## src/rtl/keccak_host_if_if.sv

```systemverilog
// Host-side handshake bundle between the accelerator FSM and the Keccak host
// interface: message lanes in, digest lanes out, plus start/ready control.
interface keccak_host_if_if;
  logic        start;
  logic [63:0] din;
  logic        din_valid;
  logic        last_block;
  logic        buffer_full;
  logic        ready;
  logic [63:0] dout;
  logic        dout_valid;

  // Accelerator FSM side
  modport master (
    output start, din, din_valid, last_block,
    input  buffer_full, ready, dout, dout_valid
  );

  // Keccak host interface side
  modport slave (
    input  start, din, din_valid, last_block,
    output buffer_full, ready, dout, dout_valid
  );
endinterface

```

## src/rtl/keccak_host_if.sv

```systemverilog
// Keccak host interface: buffers message lanes into a rate block, applies
// SHA-3 pad10*1, streams blocks lane-by-lane to the permutation core, then
// collects the digest and replays it to the accelerator FSM.
module keccak_host_if #(
  parameter int          RATE_LANES = 17,
  parameter int          OUT_LANES  = 4,
  parameter logic [7:0]  PAD_BYTE   = 8'h06
) (
  input  logic        clk,
  input  logic        rst_n,
  keccak_host_if_if.slave host,
  output logic [63:0] core_lane,
  output logic        core_lane_valid,
  input  logic        core_lane_ready,
  output logic        core_lane_last,
  output logic        core_final,
  input  logic        core_perm_done,
  input  logic [63:0] core_digest,
  input  logic        core_digest_valid
);

  localparam int CW   = $clog2(RATE_LANES + 1);
  localparam int BIW  = $clog2(RATE_LANES);
  localparam int OCW  = $clog2(OUT_LANES + 1);
  localparam int OIW  = (OUT_LANES > 1) ? $clog2(OUT_LANES) : 1;

  localparam logic [CW-1:0]  CNT_ZERO = {CW{1'b0}};
  localparam logic [CW-1:0]  CNT_ONE  = {{(CW-1){1'b0}}, 1'b1};
  localparam logic [CW-1:0]  CNT_RATE = CW'(RATE_LANES);
  localparam logic [CW-1:0]  CNT_LAST = CW'(RATE_LANES - 1);
  localparam logic [OCW-1:0] OC_ZERO  = {OCW{1'b0}};
  localparam logic [OCW-1:0] OC_ONE   = {{(OCW-1){1'b0}}, 1'b1};
  localparam logic [OCW-1:0] OC_FULL  = OCW'(OUT_LANES);
  localparam logic [OCW-1:0] OC_LAST  = OCW'(OUT_LANES - 1);
  localparam logic [63:0]    LANE_ZERO = {64{1'b0}};

  typedef enum logic [2:0] {
    ST_IDLE    = 3'd0,
    ST_FILL    = 3'd1,
    ST_PAD     = 3'd2,
    ST_DRAIN   = 3'd3,
    ST_PERM    = 3'd4,
    ST_COLLECT = 3'd5,
    ST_OUTPUT  = 3'd6
  } state_t;

  state_t         state_r, state_nxt;
  logic [CW-1:0]  wr_cnt_r, wr_nxt;
  logic [CW-1:0]  rd_cnt_r, rd_nxt;
  logic [OCW-1:0] oc_r, oc_nxt;
  logic           final_r, final_nxt;
  logic           pad_pending_r, pad_nxt;
  logic [63:0]    lane_buf_r [RATE_LANES];
  logic [63:0]    lane_buf_nxt [RATE_LANES];
  logic [63:0]    obuf_r [OUT_LANES];
  logic [63:0]    obuf_nxt [OUT_LANES];

  logic           ready_r, ready_nxt;
  logic           buffer_full_r, buffer_full_nxt;
  logic [63:0]    dout_r, dout_nxt;
  logic           dout_valid_r, dout_valid_nxt;
  logic [63:0]    core_lane_r, core_lane_nxt;
  logic           core_lane_valid_r, core_lane_valid_nxt;
  logic           core_lane_last_r, core_lane_last_nxt;
  logic           core_final_r, core_final_nxt;

  assign host.ready       = ready_r;
  assign host.buffer_full = buffer_full_r;
  assign host.dout        = dout_r;
  assign host.dout_valid  = dout_valid_r;
  assign core_lane        = core_lane_r;
  assign core_lane_valid  = core_lane_valid_r;
  assign core_lane_last   = core_lane_last_r;
  assign core_final       = core_final_r;

  // Next-state, datapath updates and next values of the registered outputs
  always_comb begin
    state_nxt    = state_r;
    wr_nxt       = wr_cnt_r;
    rd_nxt       = rd_cnt_r;
    oc_nxt       = oc_r;
    final_nxt    = final_r;
    pad_nxt      = pad_pending_r;
    lane_buf_nxt = lane_buf_r;
    obuf_nxt     = obuf_r;

    case (state_r)
      ST_IDLE: begin
        if (host.start) begin
          state_nxt = ST_FILL;
          wr_nxt    = CNT_ZERO;
          rd_nxt    = CNT_ZERO;
          final_nxt = 1'b0;
          pad_nxt   = 1'b0;
        end else begin
          state_nxt = ST_IDLE;
        end
      end
      ST_FILL: begin
        if (host.din_valid) begin
          lane_buf_nxt[wr_cnt_r[BIW-1:0]] = host.din;
          wr_nxt = wr_cnt_r + CNT_ONE;
          if (wr_nxt == CNT_RATE) begin
            // A full block that also ends the message needs a separate pad block
            state_nxt = ST_DRAIN;
            pad_nxt   = host.last_block;
          end else if (host.last_block) begin
            state_nxt = ST_PAD;
          end else begin
            state_nxt = ST_FILL;
          end
        end else begin
          state_nxt = ST_FILL;
        end
      end
      ST_PAD: begin
        lane_buf_nxt[wr_cnt_r[BIW-1:0]][7:0] = lane_buf_r[wr_cnt_r[BIW-1:0]][7:0] ^ PAD_BYTE;
        lane_buf_nxt[RATE_LANES-1][63]       = 1'b1;
        final_nxt = 1'b1;
        state_nxt = ST_DRAIN;
      end
      ST_DRAIN: begin
        if (core_lane_ready) begin
          if (rd_cnt_r == CNT_LAST) begin
            for (int i = 0; i < RATE_LANES; i++) begin
              lane_buf_nxt[i] = LANE_ZERO;
            end
            wr_nxt    = CNT_ZERO;
            rd_nxt    = CNT_ZERO;
            state_nxt = ST_PERM;
          end else begin
            rd_nxt = rd_cnt_r + CNT_ONE;
          end
        end else begin
          rd_nxt = rd_cnt_r;
        end
      end
      ST_PERM: begin
        if (core_perm_done) begin
          if (final_r) begin
            state_nxt = ST_COLLECT;
            oc_nxt    = OC_ZERO;
          end else if (pad_pending_r) begin
            state_nxt = ST_PAD;
            pad_nxt   = 1'b0;
          end else begin
            state_nxt = ST_FILL;
          end
        end else begin
          state_nxt = ST_PERM;
        end
      end
      ST_COLLECT: begin
        if (core_digest_valid) begin
          obuf_nxt[oc_r[OIW-1:0]] = core_digest;
          oc_nxt = oc_r + OC_ONE;
          if (oc_nxt == OC_FULL) begin
            state_nxt = ST_OUTPUT;
            oc_nxt    = OC_ZERO;
          end else begin
            state_nxt = ST_COLLECT;
          end
        end else begin
          state_nxt = ST_COLLECT;
        end
      end
      ST_OUTPUT: begin
        if (oc_r == OC_LAST) begin
          state_nxt = ST_IDLE;
          oc_nxt    = OC_ZERO;
        end else begin
          oc_nxt = oc_r + OC_ONE;
        end
      end
      default: begin
        state_nxt = ST_IDLE;
      end
    endcase

    ready_nxt           = (state_nxt == ST_IDLE);
    buffer_full_nxt     = (state_nxt != ST_FILL);
    core_lane_valid_nxt = (state_nxt == ST_DRAIN);
    dout_valid_nxt      = (state_nxt == ST_OUTPUT);
    if (state_nxt == ST_DRAIN) begin
      core_lane_nxt      = lane_buf_nxt[rd_nxt[BIW-1:0]];
      core_lane_last_nxt = (rd_nxt == CNT_LAST);
      core_final_nxt     = final_nxt;
    end else begin
      core_lane_nxt      = LANE_ZERO;
      core_lane_last_nxt = 1'b0;
      core_final_nxt     = 1'b0;
    end
    if (state_nxt == ST_OUTPUT) begin
      dout_nxt = obuf_nxt[oc_nxt[OIW-1:0]];
    end else begin
      dout_nxt = dout_r;
    end
  end

  // State, buffers, counters and all outputs registered here
  always_ff @(posedge clk or negedge rst_n) begin
    if (!rst_n) begin
      state_r           <= ST_IDLE;
      wr_cnt_r          <= CNT_ZERO;
      rd_cnt_r          <= CNT_ZERO;
      oc_r              <= OC_ZERO;
      final_r           <= 1'b0;
      pad_pending_r     <= 1'b0;
      for (int i = 0; i < RATE_LANES; i++) begin
        lane_buf_r[i] <= LANE_ZERO;
      end
      for (int j = 0; j < OUT_LANES; j++) begin
        obuf_r[j] <= LANE_ZERO;
      end
      ready_r           <= 1'b1;
      buffer_full_r     <= 1'b1;
      dout_r            <= LANE_ZERO;
      dout_valid_r      <= 1'b0;
      core_lane_r       <= LANE_ZERO;
      core_lane_valid_r <= 1'b0;
      core_lane_last_r  <= 1'b0;
      core_final_r      <= 1'b0;
    end else begin
      state_r           <= state_nxt;
      wr_cnt_r          <= wr_nxt;
      rd_cnt_r          <= rd_nxt;
      oc_r              <= oc_nxt;
      final_r           <= final_nxt;
      pad_pending_r     <= pad_nxt;
      lane_buf_r        <= lane_buf_nxt;
      obuf_r            <= obuf_nxt;
      ready_r           <= ready_nxt;
      buffer_full_r     <= buffer_full_nxt;
      dout_r            <= dout_nxt;
      dout_valid_r      <= dout_valid_nxt;
      core_lane_r       <= core_lane_nxt;
      core_lane_valid_r <= core_lane_valid_nxt;
      core_lane_last_r  <= core_lane_last_nxt;
      core_final_r      <= core_final_nxt;
    end
  end

endmodule
```

## src/flat_wrapper.sv

```systemverilog
// flat-port wrapper written by rule: the top's interface ports become plain ports
module keccak_host_if_flat 
#(
  parameter int          RATE_LANES = 17,
  parameter int          OUT_LANES  = 4,
  parameter logic [7:0]  PAD_BYTE   = 8'h06
)
  (clk, rst_n, core_lane, core_lane_valid, core_lane_ready, core_lane_last, core_final, core_perm_done, core_digest, core_digest_valid, host_start, host_din, host_din_valid, host_last_block, host_buffer_full, host_ready, host_dout, host_dout_valid);
  keccak_host_if_if host_i ();
  input  logic clk;
  input  logic rst_n;
  output logic [63:0] core_lane;
  output logic core_lane_valid;
  input  logic core_lane_ready;
  output logic core_lane_last;
  output logic core_final;
  input  logic core_perm_done;
  input  logic [63:0] core_digest;
  input  logic core_digest_valid;
  input wire logic [$bits(host_i.start)-1:0] host_start;
  input wire logic [$bits(host_i.din)-1:0] host_din;
  input wire logic [$bits(host_i.din_valid)-1:0] host_din_valid;
  input wire logic [$bits(host_i.last_block)-1:0] host_last_block;
  output wire logic [$bits(host_i.buffer_full)-1:0] host_buffer_full;
  output wire logic [$bits(host_i.ready)-1:0] host_ready;
  output wire logic [$bits(host_i.dout)-1:0] host_dout;
  output wire logic [$bits(host_i.dout_valid)-1:0] host_dout_valid;
  assign host_i.start = host_start;
  assign host_i.din = host_din;
  assign host_i.din_valid = host_din_valid;
  assign host_i.last_block = host_last_block;
  assign host_buffer_full = host_i.buffer_full;
  assign host_ready = host_i.ready;
  assign host_dout = host_i.dout;
  assign host_dout_valid = host_i.dout_valid;
  keccak_host_if #(.RATE_LANES(RATE_LANES), .OUT_LANES(OUT_LANES), .PAD_BYTE(PAD_BYTE)) u_core (.clk(clk), .rst_n(rst_n), .host(host_i), .core_lane(core_lane), .core_lane_valid(core_lane_valid), .core_lane_ready(core_lane_ready), .core_lane_last(core_lane_last), .core_final(core_final), .core_perm_done(core_perm_done), .core_digest(core_digest), .core_digest_valid(core_digest_valid));
endmodule
```

## config.mk

```make
export PLATFORM = sky130hd
export DESIGN_NAME = keccak_host_if_flat
export DESIGN_NICKNAME = d
export VERILOG_FILES = /design/src/rtl/keccak_host_if_if.sv /design/src/rtl/keccak_host_if.sv /design/src/flat_wrapper.sv
export SDC_FILE = /design/constraint.sdc
export NUM_CORES = 2
export LEC_CHECK = 0
export BUFFER_PORTS_ARGS = -buffer_cell sky130_fd_sc_hd__buf_2
export CAP_MARGIN = 0
export CORE_MARGIN = 2
export CORE_UTILIZATION = 38
export DETAILED_ROUTE_END_ITERATION = 10
export PLACE_DENSITY_LB_ADDON = 0.25
export SLEW_MARGIN = 40
export SYNTH_ARGS = -nofsm -noshare
export SYNTH_HDL_FRONTEND = slang
export SYNTH_SLANG_ARGS = --single-unit
```

## constraint.sdc

```tcl
create_clock -name clk -period 6.2 [get_ports clk]
set_clock_uncertainty 0.15 [all_clocks]
set_input_delay 1.24 -clock clk [delete_from_list [all_inputs] [get_ports clk]]
set_output_delay 1.24 -clock clk [all_outputs]
set_load 0.02 [all_outputs]
```

=== Word-level counts from Yosys, hierarchy flattened ===
Cells that the tools add are included.

* Equality and inequality tests: 23
* Order comparisons: 6
* Mux-type cells: 63
* Bitwise gates (word level): 5
* Reduce and logical (&&, ||, !) cells: 10
* Add/subtract/negate cells: 3

{| class="wikitable"
|+ Operator list
! cell !! number
|-
| 2-to-1 mux 1088 bit || 3
|-
| case mux 1088 bit (3 select lines) || 1
|-
| bitwise mux 1088 bit || 2
|-
| binary-select mux 64 bit (select 5 bit) || 2
|-
| demux 64 bit (select 5 bit) || 2
|-
| 2-to-1 mux 256 bit || 2
|-
| 2-to-1 mux 64 bit || 7
|-
| bitwise mux 256 bit || 1
|-
| binary-select mux 64 bit (select 2 bit) || 1
|-
| demux 64 bit (select 2 bit) || 1
|-
| 2-to-1 mux 3 bit || 12
|-
| 2-to-1 mux 5 bit || 7
|-
| 2-to-1 mux 8 bit || 3
|-
| case mux 3 bit (7 select lines) || 1
|-
| == test 3 bit (second input constant) || 5
|-
| == test 5 bit (second input constant) || 3
|-
| case mux 5 bit (3 select lines) || 1
|-
| == test 3 x 2 -> 1 bit (second input constant) || 4
|-
| >= comparator 6 bit (second input constant) || 2
|-
| inequality test 2 bit (second input constant) || 6
|-
| NOT 5 -> 6 bit || 2
|-
| adder 5 x 1 -> 5 bit (second input constant) || 2
|-
| case mux 5 bit (2 select lines) || 1
|-
| 2-to-1 mux 1 bit || 9
|-
| 19 further kinds || 30
|}

* Bits of input ports: 136
* Output and inout port bits: 134
* Logic and storage cells: 146
* Flip-flop bits (word level): 1496

=== Longest topological paths before layout ===
* Depth in word-level cells: 12
* Gate-level depth with buffers: 18
* Gate-level depth less buffers: 12

=== Worst setup path after synthesis ===
No wires, ideal clock.

* Path kind: input -> register
* Start point: input core_lane_ready
* End point: register u_core.core_lane_r[0], in the netlist u_core.core_lane[0]
* Library setup time: 122 ps
* Cell stages on the path: 12
* Required time: 5928 ps
* Data arrival time: 3402 ps
* Setup slack: 2526 ps
* Buffers on the path: 5
* Cell sequence: buf_2 > nand4b_1 > nor2_1 > a21boi_1 > buf_4 > inv_2 > buf_2 > buf_2 > clkbuf_1 > nand2_1 > o221a_2 > a32o_1

* Longest elaborated chain between the ends: 7
* Elaborated cells on any way between the ends: 12
* Classes of those cells: eq/ne (1); mux (10); bitwise (1)

{| class="wikitable"
|+ Ends and longest elaborated chain
! item !! RTL line !! text
|-
| from (decl) || flat_wrapper.sv:14 || <nowiki>input logic core_lane_ready;</nowiki>
|-
| 2-to-1 mux 5 bit || keccak_host_if.sv:123 || <nowiki>if (core_lane_ready) begin</nowiki>
|-
| case mux 5 bit (2 select lines) || keccak_host_if.sv:87 || <nowiki>case (state_r)</nowiki>
|-
| NOT 5 -> 6 bit (not written as such) || keccak_host_if.sv:185 || <nowiki>core_lane_nxt = lane_buf_nxt[rd_nxt[BIW-1:0]];</nowiki>
|-
| binary-select mux 64 bit (select 5 bit) || keccak_host_if.sv:185 ||
|-
| 2-to-1 mux 64 bit (not written as such) (2 in series) || keccak_host_if.sv:185 ||
|-
| 2-to-1 mux 64 bit (*) || keccak_host_if.sv:184 || <nowiki>if (state_nxt == ST_DRAIN) begin</nowiki>
|-
| net u_core.core_lane_nxt[0] || keccak_host_if.sv:62 || <nowiki>logic [63:0] core_lane_r, core_lane_nxt;</nowiki>
|-
| to (signal assigned) || keccak_host_if.sv:236 || <nowiki>core_lane_r <= core_lane_nxt;</nowiki>
|-
| to (decl) || keccak_host_if.sv:62 ||
|}

Mark *: on every way through the listed nets, which the timed path passes. The rest lies on a longest branch. The select of a mux whose other input is x is not followed.
A chain may end at the register's enable or synchronous reset.

==> flow_results.xml <==
<?xml version="1.0" encoding="UTF-8"?>
<metrics>
  <group name="flow_run">
    <metric name="max_cap_violations" unit="">0</metric>
  </group>
  <group name="floorplanning">
    <metric name="design.die.area" unit="um^2">186200</metric>
    <metric name="placementRows" unit="">156</metric>
    <metric name="ios" unit="">270</metric>
    <metric name="die_width" unit="um">431.5</metric>
    <metric name="core_region_area" unit="um^2">181100</metric>
    <metric name="die-height" unit="um">431.5</metric>
    <metric name="initial_utilization" unit="">0.3834</metric>
  </group>
  <group name="synthesis">
    <metric name="synthSimpleGateAreaFrac" unit="">0.09341</metric>
    <metric name="main_combinational_cell_family_by_area_after_synthesis" unit="">compound AO/OA/AOI/OAI gates</metric>
    <metric name="share_of_synthesized_area_occupied_by_flip_flops_and_latches" unit="">0.5391</metric>
    <metric name="synthDominantCellAreaShare" unit="">0.5384</metric>
    <metric name="post_synth_main_area_contributors" unit="">dfrtp_1 54%, a22o_1 13%, mux2_2 4.3%, nor2_1 3.4%, mux2i_1 2.8%</metric>
    <metric name="synthXorXnorAreaFrac" unit="">0</metric>
    <metric name="synth.cell_area" unit="um^2">69440</metric>
    <metric name="synth.ff_latch_count" unit="">1496</metric>
    <metric name="yosysTopAreaCell" unit="">dfrtp_1</metric>
    <metric name="synthArstFlopShare" unit="">1.000</metric>
    <metric name="muxShareOfSynthArea" unit="">0.08751</metric>
    <metric name="ys_warn_count" unit="">0</metric>
    <metric name="synth-edff-count" unit="">0</metric>
    <metric name="synth_cell_type_count" unit="">94</metric>
    <metric name="synthCells" unit="">6234</metric>
    <metric name="synth_area_per_cell" unit="um^2">11.14</metric>
    <metric name="synthesized_area_fraction_occupied_by_adder_cells" unit="">0.002342</metric>
    <metric name="synthesized_net_count" unit="">6383</metric>
    <metric name="synth_compound_area_frac" unit="">0.2340</metric>
    <metric name="synthFlopType" unit="">dfrtp_1</metric>
  </group>
  <group name="clock_tree">
    <metric name="post_cts_resize_count" unit="">0</metric>
    <metric name="cts_hold_repair.buffers" unit="">0</metric>
    <metric name="num_clock_sinks" unit="">1496</metric>
    <metric name="tritoncts" unit="">built</metric>
    <metric name="post_cts_setup_buffer_count" unit="">0</metric>
    <metric name="htree_levels" unit="">4</metric>
    <metric name="cts_buffers" unit="">166</metric>
    <metric name="max-clock-path-buffers" unit="">3</metric>
    <metric name="clk_transition_reported_paths" unit="ps">60</metric>
    <metric name="clk_latency" unit="ps">820</metric>
    <metric name="clock_tree.root_cell" unit="">clkbuf_16</metric>
  </group>
  <group name="power_and_ir_drop">
    <metric name="power.ir.vdd_worst" unit="uV">446.2</metric>
    <metric name="static-leakage-power" unit="nW">35.41</metric>
    <metric name="pwr_density_cell" unit="nW/um^2">471.7</metric>
  </group>
  <group name="critical_path">
    <metric name="worst_ep_arrival_time" unit="ps">5140</metric>
    <metric name="path_class" unit="">flop to flop</metric>
    <metric name="rr_worst_depth" unit="">10</metric>
    <metric name="worst-path-max-fanout" unit="">23</metric>
    <metric name="endpoint_of_the_most_critical_register_to_register_path" unit="">u_core.core_lane[0]</metric>
    <metric name="timing.reg2reg.setup_slack" unit="ps">1660</metric>
    <metric name="worstSetupEndpointType" unit="">flop</metric>
    <metric name="timing.critical_path.from_type" unit="">flop</metric>
    <metric name="timing.critical_path.required" unit="ps">6800</metric>
    <metric name="rr_startpoint" unit="">u_core.state_r[0]</metric>
  </group>
  <group name="global_route">
    <metric name="grt_pass1_vias" unit="">55666</metric>
    <metric name="grt_first_pass_wirelength" unit="mm">386.7</metric>
    <metric name="grt_start_max_net_pins" unit="">131</metric>
    <metric name="gr_peak_layer" unit="">met2</metric>
    <metric name="groute.usage.overall" unit="">0.2758</metric>
    <metric name="grtUsageMet2" unit="">0.4148</metric>
    <metric name="overflow" unit="">0</metric>
    <metric name="grt.met3_usage" unit="">0.06496</metric>
    <metric name="grt_use_met1" unit="">0.3753</metric>
    <metric name="initial_antenna_violation_count" unit="">50</metric>
  </group>
  <group name="sta">
    <metric name="setup_slack" unit="ps">1661</metric>
    <metric name="fmax_achieved" unit="MHz">220.3</metric>
    <metric name="timing_worst_slew_pin_value" unit="ps">893.9</metric>
    <metric name="final-max-slew-violation-count" unit="">0</metric>
    <metric name="unrepaired_setup_endpoints_after_global_routing" unit="">false</metric>
    <metric name="setup_violations" unit="">0</metric>
    <metric name="finalCritPeriodShare" unit="">0.7320</metric>
    <metric name="finalHoldViolCount" unit="">0</metric>
    <metric name="finalSetupTns" unit="ps">0</metric>
    <metric name="layout_min_cycle_time" unit="ps">4539</metric>
    <metric name="timing.max_slew.rel_slack" unit="">0.4041</metric>
  </group>
  <group name="route">
    <metric name="detail_route.vias_per_cell" unit="">6.459</metric>
    <metric name="drtAntennaViolNets" unit="">0</metric>
    <metric name="totalWireLength" unit="mm">262.5</metric>
    <metric name="wire_per_inst" unit="um">30.21</metric>
    <metric name="initialDrtViolationCount" unit="">6333</metric>
    <metric name="number_of_optimization_iterations_in_the_first_detailed_route_pass" unit="">8</metric>
    <metric name="route.vias.total" unit="">56122</metric>
    <metric name="remaining_drc_errors" unit="">0</metric>
  </group>
  <group name="placed_design">
    <metric name="place_worst_setup_slack" unit="ps">1349</metric>
    <metric name="dp_hpwl" unit="mm">150.0</metric>
    <metric name="quantity_of_i_o_buffers_inserted_on_ports" unit="">269</metric>
    <metric name="routabilityCongestion" unit="">0.9727</metric>
    <metric name="place_inst" unit="">8361</metric>
  </group>
  <group name="finish">
    <metric name="post_layout_nonfiller_instances" unit="">8689</metric>
    <metric name="layout.nets" unit="">6312</metric>
    <metric name="final_common_cell" unit="">dfrtp_1</metric>
    <metric name="final_cell_utilization_of_the_core" unit="">0.4374</metric>
    <metric name="area.growth.synth_to_final" unit="%">14.10</metric>
    <metric name="drive_above_1_share" unit="">0.1880</metric>
    <metric name="commonest_cells_after_routing_fill_and_taps_aside" unit="">1491 x dfrtp_1, 1013 x a22o_1, 606 x nor2_1</metric>
  </group>
  <group name="min_path">
    <metric name="hold_class" unit="">input port to asynchronous set/reset pin</metric>
  </group>
  <group name="run_status">
    <metric name="outcome" unit="">completed</metric>
  </group>
</metrics>
-- worst max path at each step --
stage                      start              endpoint  slack [ps]
3_5_place_dp          host_start  u_core.core_lane[32]        1350
3_3_place_gp          host_start  u_core.core_lane[63]        1360
6_report       u_core.state_r[0]   u_core.core_lane[0]        1660
5_1_grt        u_core.state_r[0]  u_core.core_lane[35]        1490
2_1_floorplan    core_lane_ready   u_core.core_lane[0]        2530
4_1_cts        u_core.state_r[0]  u_core.core_lane[34]        1740
-- worst max-delay path, cell delays in order (launching register included) --
cell	delay [ps]
dfrtp_1	500
buf_4	380
or3b_2	800
nor3_2	580
buf_4	430
buf_4	530
a21oi_1	150
o31ai_1	170
o2111ai_1	180
nand4_1	270
a32o_1	230
-- layout make-up --
cell class                      count  area, um^2
Timing Repair Buffer              444        3563
Clock buffer                      251        4936
Multi-Input combinational cell   4024       29430
Antenna cell                       20       50.05
Inverter                           31       133.9
Sequential cell                  1496       37440
Fill cell                       16880      101900
Clock inverter                     53       710.7
Tap cell                         2370        2965
-- where the power goes --
part / switching (mW) / internal [mW]
sequential: 0.946 / 11.9
combinational: 9.16 / 5.06
clock: 4.31 / 5.99
-- flip-flops by register name (all words and copies together), names as in the netlist --
name and count:
u_core.lane_buf_r 1088, u_core.obuf_r 256, u_core.core_lane 64, u_core.host.dout 64
u_core.rd_cnt_r 5, u_core.wr_cnt_r 5, u_core.oc_r 3, u_core.state_r 3
u_core.core_final 1, u_core.core_lane_last 1, u_core.core_lane_valid 1, u_core.final_r 1
u_core.host.buffer_full 1, u_core.host.dout_valid 1, u_core.host.ready 1, u_core.pad_pending_r 1
-- cell usage after synthesis, types with 13 or more instances --
| master | number |
|---|---|
| buf_1 | 58 |
| mux2i_1 | 192 |
| a221oi_1 | 81 |
| ha_1 | 13 |
| a21oi_1 | 163 |
| a22oi_1 | 35 |
| buf_2 | 165 |
| o211ai_1 | 156 |
| a31oi_1 | 77 |
| clkbuf_1 | 435 |
| o21ai_1 | 77 |
| nand2_1 | 250 |
| or2_2 | 66 |
| nor3_1 | 73 |
| a22o_1 | 1014 |
| a221o_1 | 27 |
| mux4_2 | 53 |
| nor2b_1 | 15 |
| o22ai_1 | 39 |
| nand4_1 | 20 |
| o221ai_1 | 18 |
| or3_1 | 119 |
| dfrtp_1 | 1494 |
| nand3_1 | 106 |
| mux2_2 | 263 |
| o21a_1 | 67 |
| a32oi_1 | 16 |
| inv_1 | 28 |
| o21ai_0 | 214 |
| and3_1 | 25 |
| nor2_1 | 620 |
| o22a_1 | 32 |
| buf_4 | 14 |
| a21o_1 | 17 |
| nand2b_1 | 20 |
-- metal layers --
layer	share of wire	wire (um)	vias to the layer above
met5	0.0012	302	-
met4	0.046	12110	46
met3	0.091	23780	665
met2	0.45	117100	3015
met1	0.42	109200	29164
li1	-	-	23232
-- per-stage QoR --
stage / hold slack [ps] / area [um^2] / total power [mW]
final: 191.1 / 79230 / 37.37
after detailed placement: 324.3 / 73410 / 26.83
after floorplan: 310.3 / 69440 / 21.97
after CTS: 163.8 / 79060 / 37.21
after global placement: 320.2 / 73150 / 26.64
after global routing: 192.8 / 79220 / 39.01
-- cell families (layout without fill, tap and decap cells) --
kind of cell / after synthesis / in the layout
mux: 508 / 508
compound gates: 2115 / 2115
fa+ha+maj: 13 / 13
simple gates: 1388 / 1388
other cells: 0 / 20
flops: 1496 / 1496
buf+inv: 714 / 779
(Power assumes the default switching activity.)
